==> config.mk <==
export PLATFORM = sky130hd
export DESIGN_NAME = piso_stream
export DESIGN_NICKNAME = d
export VERILOG_FILES = /design/src/rtl/piso_stream.sv
export SDC_FILE = /design/constraint.sdc
export NUM_CORES = 1
export LEC_CHECK = 0
export ABC_AREA = 1
export BUFFER_PORTS_ARGS = -buffer_cell sky130_fd_sc_hd__buf_4
export CAP_MARGIN = 10
export CORE_MARGIN = 5
export CORE_UTILIZATION = 35
export CTS_CLUSTER_SIZE = 25
export DETAILED_ROUTE_END_ITERATION = 10
export MAX_ROUTING_LAYER = met4
export REMOVE_ABC_BUFFERS = 1
export SYNTH_ARGS = -nofsm -noshare
export SYNTH_HDL_FRONTEND = slang
export SYNTH_SLANG_ARGS = --single-unit
==> constraint.sdc <==
create_clock -name clk -period 3.5 [get_ports clk]
set_clock_uncertainty 0.2 [all_clocks]
set_input_delay 0.35 -clock clk [delete_from_list [all_inputs] [get_ports clk]]
set_output_delay 0.35 -clock clk [all_outputs]
set_load 0.005 [all_outputs]
==> src/rtl/piso_stream.sv <==
// piso_stream: parallel-in/serial-out converter with a one-word holding buffer,
// valid/ready input handshake and LANES-bit serial beats.
module piso_stream #(
    parameter int DATA_WIDTH = 8,
    parameter int LANES      = 1,
    parameter bit MSB_FIRST  = 1'b1
) (
    input  logic                  clk,
    input  logic                  rstn,
    input  logic                  in_valid,
    output logic                  in_ready,
    input  logic [DATA_WIDTH-1:0] parallel_in,
    input  logic                  shift_en,
    input  logic                  flush,
    output logic [LANES-1:0]      serial_out,
    output logic                  out_valid,
    output logic                  out_first,
    output logic                  out_last,
    output logic                  busy
);

    localparam int BEATS = DATA_WIDTH / LANES;
    localparam int CNT_W = (BEATS > 1) ? $clog2(BEATS) : 1;
    localparam logic [CNT_W-1:0] CNT_LAST = CNT_W'(BEATS - 1);
    localparam logic [CNT_W-1:0] CNT_ZERO = {CNT_W{1'b0}};

    typedef enum logic {
        IDLE  = 1'b0,
        SHIFT = 1'b1
    } state_t;

    state_t                state_r, state_s;
    logic [DATA_WIDTH-1:0] shreg_r, shreg_s;
    logic [DATA_WIDTH-1:0] hold_r, hold_s;
    logic                  hold_full_r, hold_full_s;
    logic [CNT_W-1:0]      cnt_r, cnt_s;
    logic                  out_valid_r, out_first_r, out_last_r, busy_r;
    logic                  out_valid_s;
    logic                  accept_s, last_beat_s, free_s;
    logic [DATA_WIDTH-1:0] shifted_s;

    // in_ready depends only on registered state (and reset), never on in_valid
    assign in_ready    = rstn & ~hold_full_r;
    assign accept_s    = in_valid & in_ready & ~flush;
    assign last_beat_s = (cnt_r == CNT_LAST);
    assign free_s      = (state_r == IDLE) | (last_beat_s & shift_en);
    assign shifted_s   = MSB_FIRST ? (shreg_r << LANES) : (shreg_r >> LANES);
    assign out_valid_s = (state_s == SHIFT);

    assign serial_out = MSB_FIRST ? shreg_r[DATA_WIDTH-1 -: LANES] : shreg_r[LANES-1:0];
    assign out_valid  = out_valid_r;
    assign out_first  = out_first_r;
    assign out_last   = out_last_r;
    assign busy       = busy_r;

    // Next-state: load priority when the shifter frees up, otherwise shift/stall
    always_comb begin
        state_s     = state_r;
        shreg_s     = shreg_r;
        hold_s      = hold_r;
        hold_full_s = hold_full_r;
        cnt_s       = cnt_r;
        if (free_s) begin
            if (hold_full_r) begin
                shreg_s = hold_r;
                cnt_s   = CNT_ZERO;
                state_s = SHIFT;
                if (accept_s) begin
                    hold_s = parallel_in;
                end else begin
                    hold_full_s = 1'b0;
                end
            end else if (accept_s) begin
                shreg_s = parallel_in;
                cnt_s   = CNT_ZERO;
                state_s = SHIFT;
            end else begin
                shreg_s = {DATA_WIDTH{1'b0}};
                cnt_s   = CNT_ZERO;
                state_s = IDLE;
            end
        end else begin
            if (shift_en) begin
                shreg_s = shifted_s;
                cnt_s   = cnt_r + CNT_W'(1);
            end else begin
                shreg_s = shreg_r;
            end
            if (accept_s) begin
                hold_s      = parallel_in;
                hold_full_s = 1'b1;
            end else begin
                hold_full_s = hold_full_r;
            end
        end
    end

    // State and output registers; reset and flush share the same clear
    always_ff @(posedge clk) begin
        if (!rstn || flush) begin
            state_r     <= IDLE;
            shreg_r     <= {DATA_WIDTH{1'b0}};
            hold_r      <= {DATA_WIDTH{1'b0}};
            hold_full_r <= 1'b0;
            cnt_r       <= CNT_ZERO;
            out_valid_r <= 1'b0;
            out_first_r <= 1'b0;
            out_last_r  <= 1'b0;
            busy_r      <= 1'b0;
        end else begin
            state_r     <= state_s;
            shreg_r     <= shreg_s;
            hold_r      <= hold_s;
            hold_full_r <= hold_full_s;
            cnt_r       <= cnt_s;
            out_valid_r <= out_valid_s;
            out_first_r <= out_valid_s & (cnt_s == CNT_ZERO);
            out_last_r  <= out_valid_s & (cnt_s == CNT_LAST);
            busy_r      <= out_valid_s | hold_full_s;
        end
    end

endmodule

==> flow_summary.json, run 1 <==
{
  "status": "completed",
  "avgSynthCellArea_um2": 6.82,
  "drt_iter0_markers": 40,
  "cp_cell_sequence": "ha_1 > ha_1 > nand2_2 > nand2_4 > inv_1 > nand2_1 > o21ai_0",
  "holdBufCountCts": 0,
  "ys_seq_elements": 24,
  "crit_path_end_kind": "flip-flop",
  "core_um2": 3030,
  "power_density_nw_per_um2": 369,
  "r2r_start": "cnt_r[0]",
  "min_path_type": "input port to flip-flop",
  "ys_seq_area_share_pct": 43.8,
  "async_flop_share_pct": 0,
  "dr.pass1.iters": 4,
  "fin_crit_sh_pct": 52.8,
  "setup-violations-final": 0,
  "grt_max_degree": 21,
  "synth_mux_area_share_pct": 0,
  "worstPathArrival_ns": 1.89,
  "start_kind": "flip-flop",
  "rsz0062_at_grt": "false",
  "route.vias.total": 1014,
  "tightest_slew_ns": 0.813,
  "cts_num_sinks": 24,
  "path_common_cell": "ha_1",
  "routed.top_layer": "met4",
  "yosysMostFrequentCell": "nand2_1",
  "cts_resized": 0,
  "area_growth_pct": 17.9,
  "place_congestion": 0.775,
  "clockBufferDepth": 2,
  "synth_cells": 161,
  "timing.rr.end": "hold_r[3]",
  "nets": 194,
  "die_area_um2": 4350,
  "fp.dieW_um": 66.0,
  "period_minus_slack_ns": 1.85,
  "ff2ff_path_depth": 7,
  "clk_pin_slew_worst_paths_ns": 0.13,
  "dp_cells": 218,
  "drc": 0,
  "cap_violations": 0,
  "clk_latency_ns": 0.31,
  "die_h_um": 66.0,
  "yosys.area_share.simple_pct": 35.2,
  "wl_um": 2320,
  "synth_compound_gate_area_share_pct": 8.67,
  "num_rows": 20,
  "wl_met2_um": 1150,
  "fin_cells": 222,
  "crit_end": "hold_r[3]",
  "synth_fa_ha_area_share_pct": 2.28,
  "track_usage_pct": 12.6,
  "finalHoldViolCount": 0,
  "grt_pass1_vias": 1001,
  "clockRootBuffer": "clkbuf_4",
  "cts_max_level": 1,
  "grt_pass1_wl_um": 4180,
  "num_io_pins": 19,
  "synth-xor-area-share_pct": 0.798,
  "wl_met1_um": 1050,
  "cts_setup_buffers": 0,
  "num_antenna_cells": 0,
  "synth_area_leader_cell": "dfxtp_1",
  "timing.fmax_mhz": 541,
  "dp_hpwl_um": 1740,
  "drive_gt1_share_pct": 15.2,
  "critPathKind": "flip-flop to flip-flop",
  "synth_top_family_by_area": "simple AND/OR/NAND/NOR gates",
  "report.final.slew_viol_count": 0,
  "yosysWarnings": 0,
  "synthFlopType": "dfxtp_1",
  "synth_area_um2": 1100,
  "grt-ovfl-total": 0,
  "setup_tns_ns": 0,
  "start_util_pct": 36.2,
  "ant_nets": 0,
  "wl_met3_um": 92,
  "routedWlPerCell_um": 10.4,
  "total_power_uw": 478,
  "worstPathMaxFanout": 18,
  "cts_buffers": 3,
  "yosysUniqueCellTypes": 18,
  "worstPathRequired_ns": 3.54,
  "port_buffers": 18,
  "synthTopCellsByCount": "47 x nand2_1, 24 x dfxtp_1, 23 x nor2_1",
  "reg2reg_slack_ns": 1.65,
  "antenna_found_initial": 0,
  "slew_headroom_pct": 45.6,
  "synth_edf_count": 0,
  "synthTopCellsByArea": "dfxtp_1 44%, nand2_1 16%, nor2_1 7.9%",
  "netlist.area_leader.share_pct": 43.8,
  "fillers": 324,
  "p_leak_uw": 0.000602,
  "startpoint": "cnt_r[0]",
  "slowest_delay_ns": 0.35,
  "crit_slowest_cell": "dfxtp_1",
  "cts_tree": "yes",
  "ir_worst_vdd_v": 0.000213,
  "viasPerCell": 4.57
}
## layout by cell type, fill, tap and decap left out, types with 2 or more instances in the layout
cell type / n
nand2_1: 47
dfxtp_1: 24
nor2_1: 23
buf_4: 19
inv_1: 17
nand3_1: 17
o21ai_0: 11
a21oi_1: 8
clkbuf_4: 3
ha_1: 2
## power by group
group / switching (uW) / total (uW) / internal, uW
combinational: 29.0 / 50.8 / 21.8
clock: 83.0 / 147 / 63.6
sequential: 2.80 / 281 / 278
## final cells by class
| class | instances | area, um2 | share of cell area (%) |
|---|---|---|---|
| sequential | 24 | 480 | 37.1 |
| clock buffer | 4 | 36.3 | 2.80 |
| timing repair buffer | 19 | 143 | 11.0 |
| tap | 44 | 55.1 | 4.26 |
| inverter | 17 | 63.8 | 4.93 |
| multi-input combinational | 114 | 515 | 39.8 |
## worst max-delay path, delay by kind of cell, from the launching register on
| kind | cells | cell delay, ns |
|---|---|---|
| AO/OA/AOI/OAI | 1 | 0.24 |
| adder cells (fa/ha/maj) | 2 | 0.41 |
| buffers and inverters | 1 | 0.16 |
| flip-flops | 1 | 0.35 |
| AND/OR/NAND/NOR | 3 | 0.42 |
## through the flow
| step | worst slack (ns) | hold WS (ns) | instance area, um2 | util, % |
|---|---|---|---|---|
| 2_1_floorplan | 1.65 | 0.246 | 1060 | - |
| 3_3_place_gp | 1.77 | 0.256 | 1260 | 41.5 |
| 3_5_place_dp | 1.68 | 0.256 | 1260 | 41.5 |
| 4_1_cts | 1.64 | 0.0799 | 1290 | 42.7 |
| 5_1_grt | 1.51 | 0.0896 | 1290 | 42.7 |
| 6_report | 1.65 | 0.0797 | 1290 | 42.7 |
## sequential cells by signal, summed over array words and instances, names as in the netlist
name	count
shreg_r	8
busy	1
out_first	1
out_valid	1
hold_full_r	1
cnt_r	3
out_last	1
hold_r	8
## cell families (layout without fill, tap and decap cells)
family	count (synthesis)	count (layout)
adder cells (fa/ha/maj)	2	2
AND/OR/NAND/NOR	92	92
buffers and inverters	23	40
AO/OA/AOI/OAI	19	19
flip-flops	24	24
XOR/XNOR	1	1
## worst min-delay path by stage
| stage | startpoint | to | slack, ns | depth (start not counted) |
|---|---|---|---|---|
| detailed placement | shreg_r[5] | shreg_r[5] | 0.26 | 2 |
| CTS | in_valid | hold_full_r | 0.08 | 3 |
| global placement | shreg_r[6] | shreg_r[6] | 0.26 | 2 |
| finish | in_valid | hold_full_r | 0.08 | 3 |
| global route | in_valid | hold_full_r | 0.09 | 3 |
| floorplan | shreg_r[0] | shreg_r[0] | 0.25 | 2 |
## per-layer routing
metal,up-vias,global-route usage (%)
li1,538,-
met2,17,22.3
met3,2,3.57
met4,0,3.05
met1,457,14.1
met5,-,-
(Power assumes the default switching activity.)
==> inputs of run 2 (changes only) <==
==> constraint.sdc (replaced) <==
create_clock -name clk -period 1.8 [get_ports clk]
set_clock_uncertainty 0.2 [all_clocks]
set_input_delay 0.18 -clock clk [delete_from_list [all_inputs] [get_ports clk]]
set_output_delay 0.18 -clock clk [all_outputs]
set_load 0.005 [all_outputs]
==> flow_summary.json, run 2 (synthesis results as in run 1) <==
{
  "status": "completed",
  "total_power_uw": 945,
  "fp.dieW_um": 66.0,
  "multiInputGateArea_um2": 526,
  "drc": 0,
  "track_usage_pct": 13.2,
  "grt_pass1_wl_um": 4370,
  "cp_cell_sequence": "ha_1 > ha_1 > nand2_2 > nand2_4 > inv_1 > nand2_2 > o21ai_0",
  "worstPathMaxFanout": 10,
  "min_path_type": "input port to flip-flop",
  "viasPerCell": 4.60,
  "timing.rr.end": "hold_r[2]",
  "route.vias.total": 1081,
  "layout_commonest_cell": "nand2_1",
  "slowest_delay_ns": 0.35,
  "core_um2": 3030,
  "gr-max-usage-layer": "met2",
  "clockBufferDepth": 2,
  "cts_max_level": 1,
  "clk_latency_ns": 0.31,
  "routedWlPerCell_um": 10.4,
  "worstPathRequired_ns": 1.84,
  "start_util_pct": 36.2,
  "period_minus_slack_ns": 1.65,
  "fin_ws_ns": 0.150,
  "worstPathArrival_ns": 1.69,
  "clockRootBuffer": "clkbuf_4",
  "ff2ff_path_depth": 7,
  "p_leak_uw": 0.000662,
  "cts_setup_buffers": 0,
  "clk_pin_slew_worst_paths_ns": 0.12,
  "num_antenna_cells": 0,
  "dr.pass1.iters": 4,
  "cts_tree": "yes",
  "report.final.slew_viol_count": 0,
  "die_area_um2": 4350,
  "gr-usage-met1_pct": 15.1,
  "hold_start": "shift_en",
  "ant_nets": 0,
  "antenna_found_initial": 0,
  "min_to": "cnt_r[0]",
  "ir_worst_vdd_v": 0.000306,
  "crit_path_end_kind": "flip-flop",
  "nets": 207,
  "start_kind": "flip-flop",
  "rsz0062_at_grt": "false",
  "reg2reg_slack_ns": 0.15,
  "grt_pass1_vias": 1023,
  "final_cell_mix": "46 x nand2_1, 24 x dfxtp_1, 23 x nor2_1, 22 x buf_4",
  "cap_violations": 0,
  "wl_um": 2450,
  "num_rows": 20,
  "power_density_nw_per_um2": 662,
  "crit_slowest_cell": "dfxtp_1",
  "area_growth_pct": 30.1,
  "met2_usage_pct": 23.8,
  "hold_path_depth": 4,
  "r2r_start": "cnt_r[0]",
  "finalHoldViolCount": 0,
  "fillers": 307,
  "port_buffers": 18,
  "die_h_um": 66.0,
  "cts_buffers": 3,
  "drt_iter0_markers": 37,
  "place_congestion": 0.768,
  "critPathKind": "flip-flop to flip-flop",
  "setup_tns_ns": 0,
  "num_io_pins": 19,
  "slew_headroom_pct": 78.7,
  "largest_registers": "hold_r x8, shreg_r x8, cnt_r x3",
  "tightest_slew_ns": 0.319,
  "setup-violations-final": 0,
  "timing.fmax_mhz": 606,
  "drive_gt1_share_pct": 16.8,
  "grt_use_met3_pct": 2.04,
  "cts_num_sinks": 24,
  "dp_hpwl_um": 1800,
  "grt_max_degree": 21,
  "place_ws_ns": 0.124,
  "register_area_um2": 480,
  "fin_crit_sh_pct": 91.6,
  "grt-ovfl-total": 0
}
==> run 2: timing repair <==
item	CTS	global route
gates resized for setup	0	4
endpoints found under the hold margin	9	0
setup endpoints to repair	0	7
hold buffers	9	0
==> run 2: critical path: cells and delay by family (launching register included) <==
| kind | cells | cell delay, ns |
|---|---|---|
| fa+ha+maj | 2 | 0.38 |
| flops | 1 | 0.35 |
| simple gates | 3 | 0.29 |
| compound gates | 1 | 0.21 |
| buf+inv | 1 | 0.15 |
==> run 2: how the worst max path moves through the flow <==
stage / start / to / slack (ns) / cells past startpoint
2_1_floorplan: rstn / out_last / 0.12 / 4
3_3_place_gp: cnt_r[0] / out_first / 0.18 / 10
3_5_place_dp: cnt_r[0] / out_first / 0.12 / 10
4_1_cts: cnt_r[0] / hold_r[3] / 0.09 / 7
5_1_grt: cnt_r[0] / hold_r[2] / 0.009 / 7
6_report: cnt_r[0] / hold_r[2] / 0.15 / 7
==> run 2: layout make-up <==
type,count,area share (%)
multi-input cells,114,36.8
repair buffers,32,18.7
well taps,44,3.86
inverters,17,4.47
flip-flops and latches,24,33.7
clock buffers,4,2.54
==> run 2: per-stage QoR <==
stage / hold WS, ns / utilization [%] / cells / area [um2]
after floorplan: 0.120 / - / 155 / 1060
after global placement: 0.235 / 42.5 / 222 / 1290
after detailed placement: 0.239 / 42.5 / 222 / 1290
after CTS: 0.0469 / 46.7 / 235 / 1410
after global routing: 0.0588 / 47.1 / 235 / 1430
final: 0.0528 / 47.1 / 235 / 1430
==> run 2: routing by layer <==
metal,wire (um),vias to the layer above
met5,0,-
met4,16,0
met3,149,2
met2,1300,28
met1,989,484
li1,-,567
==> run 2: power by group <==
group | total, uW | leakage, uW | internal [uW] | switching, uW
combinational | 124 | 0.000447 | 60.3 | 64.2
sequential | 545 | 0.000194 | 540 | 4.82
clock | 276 | 0.0000210 | 123 | 152
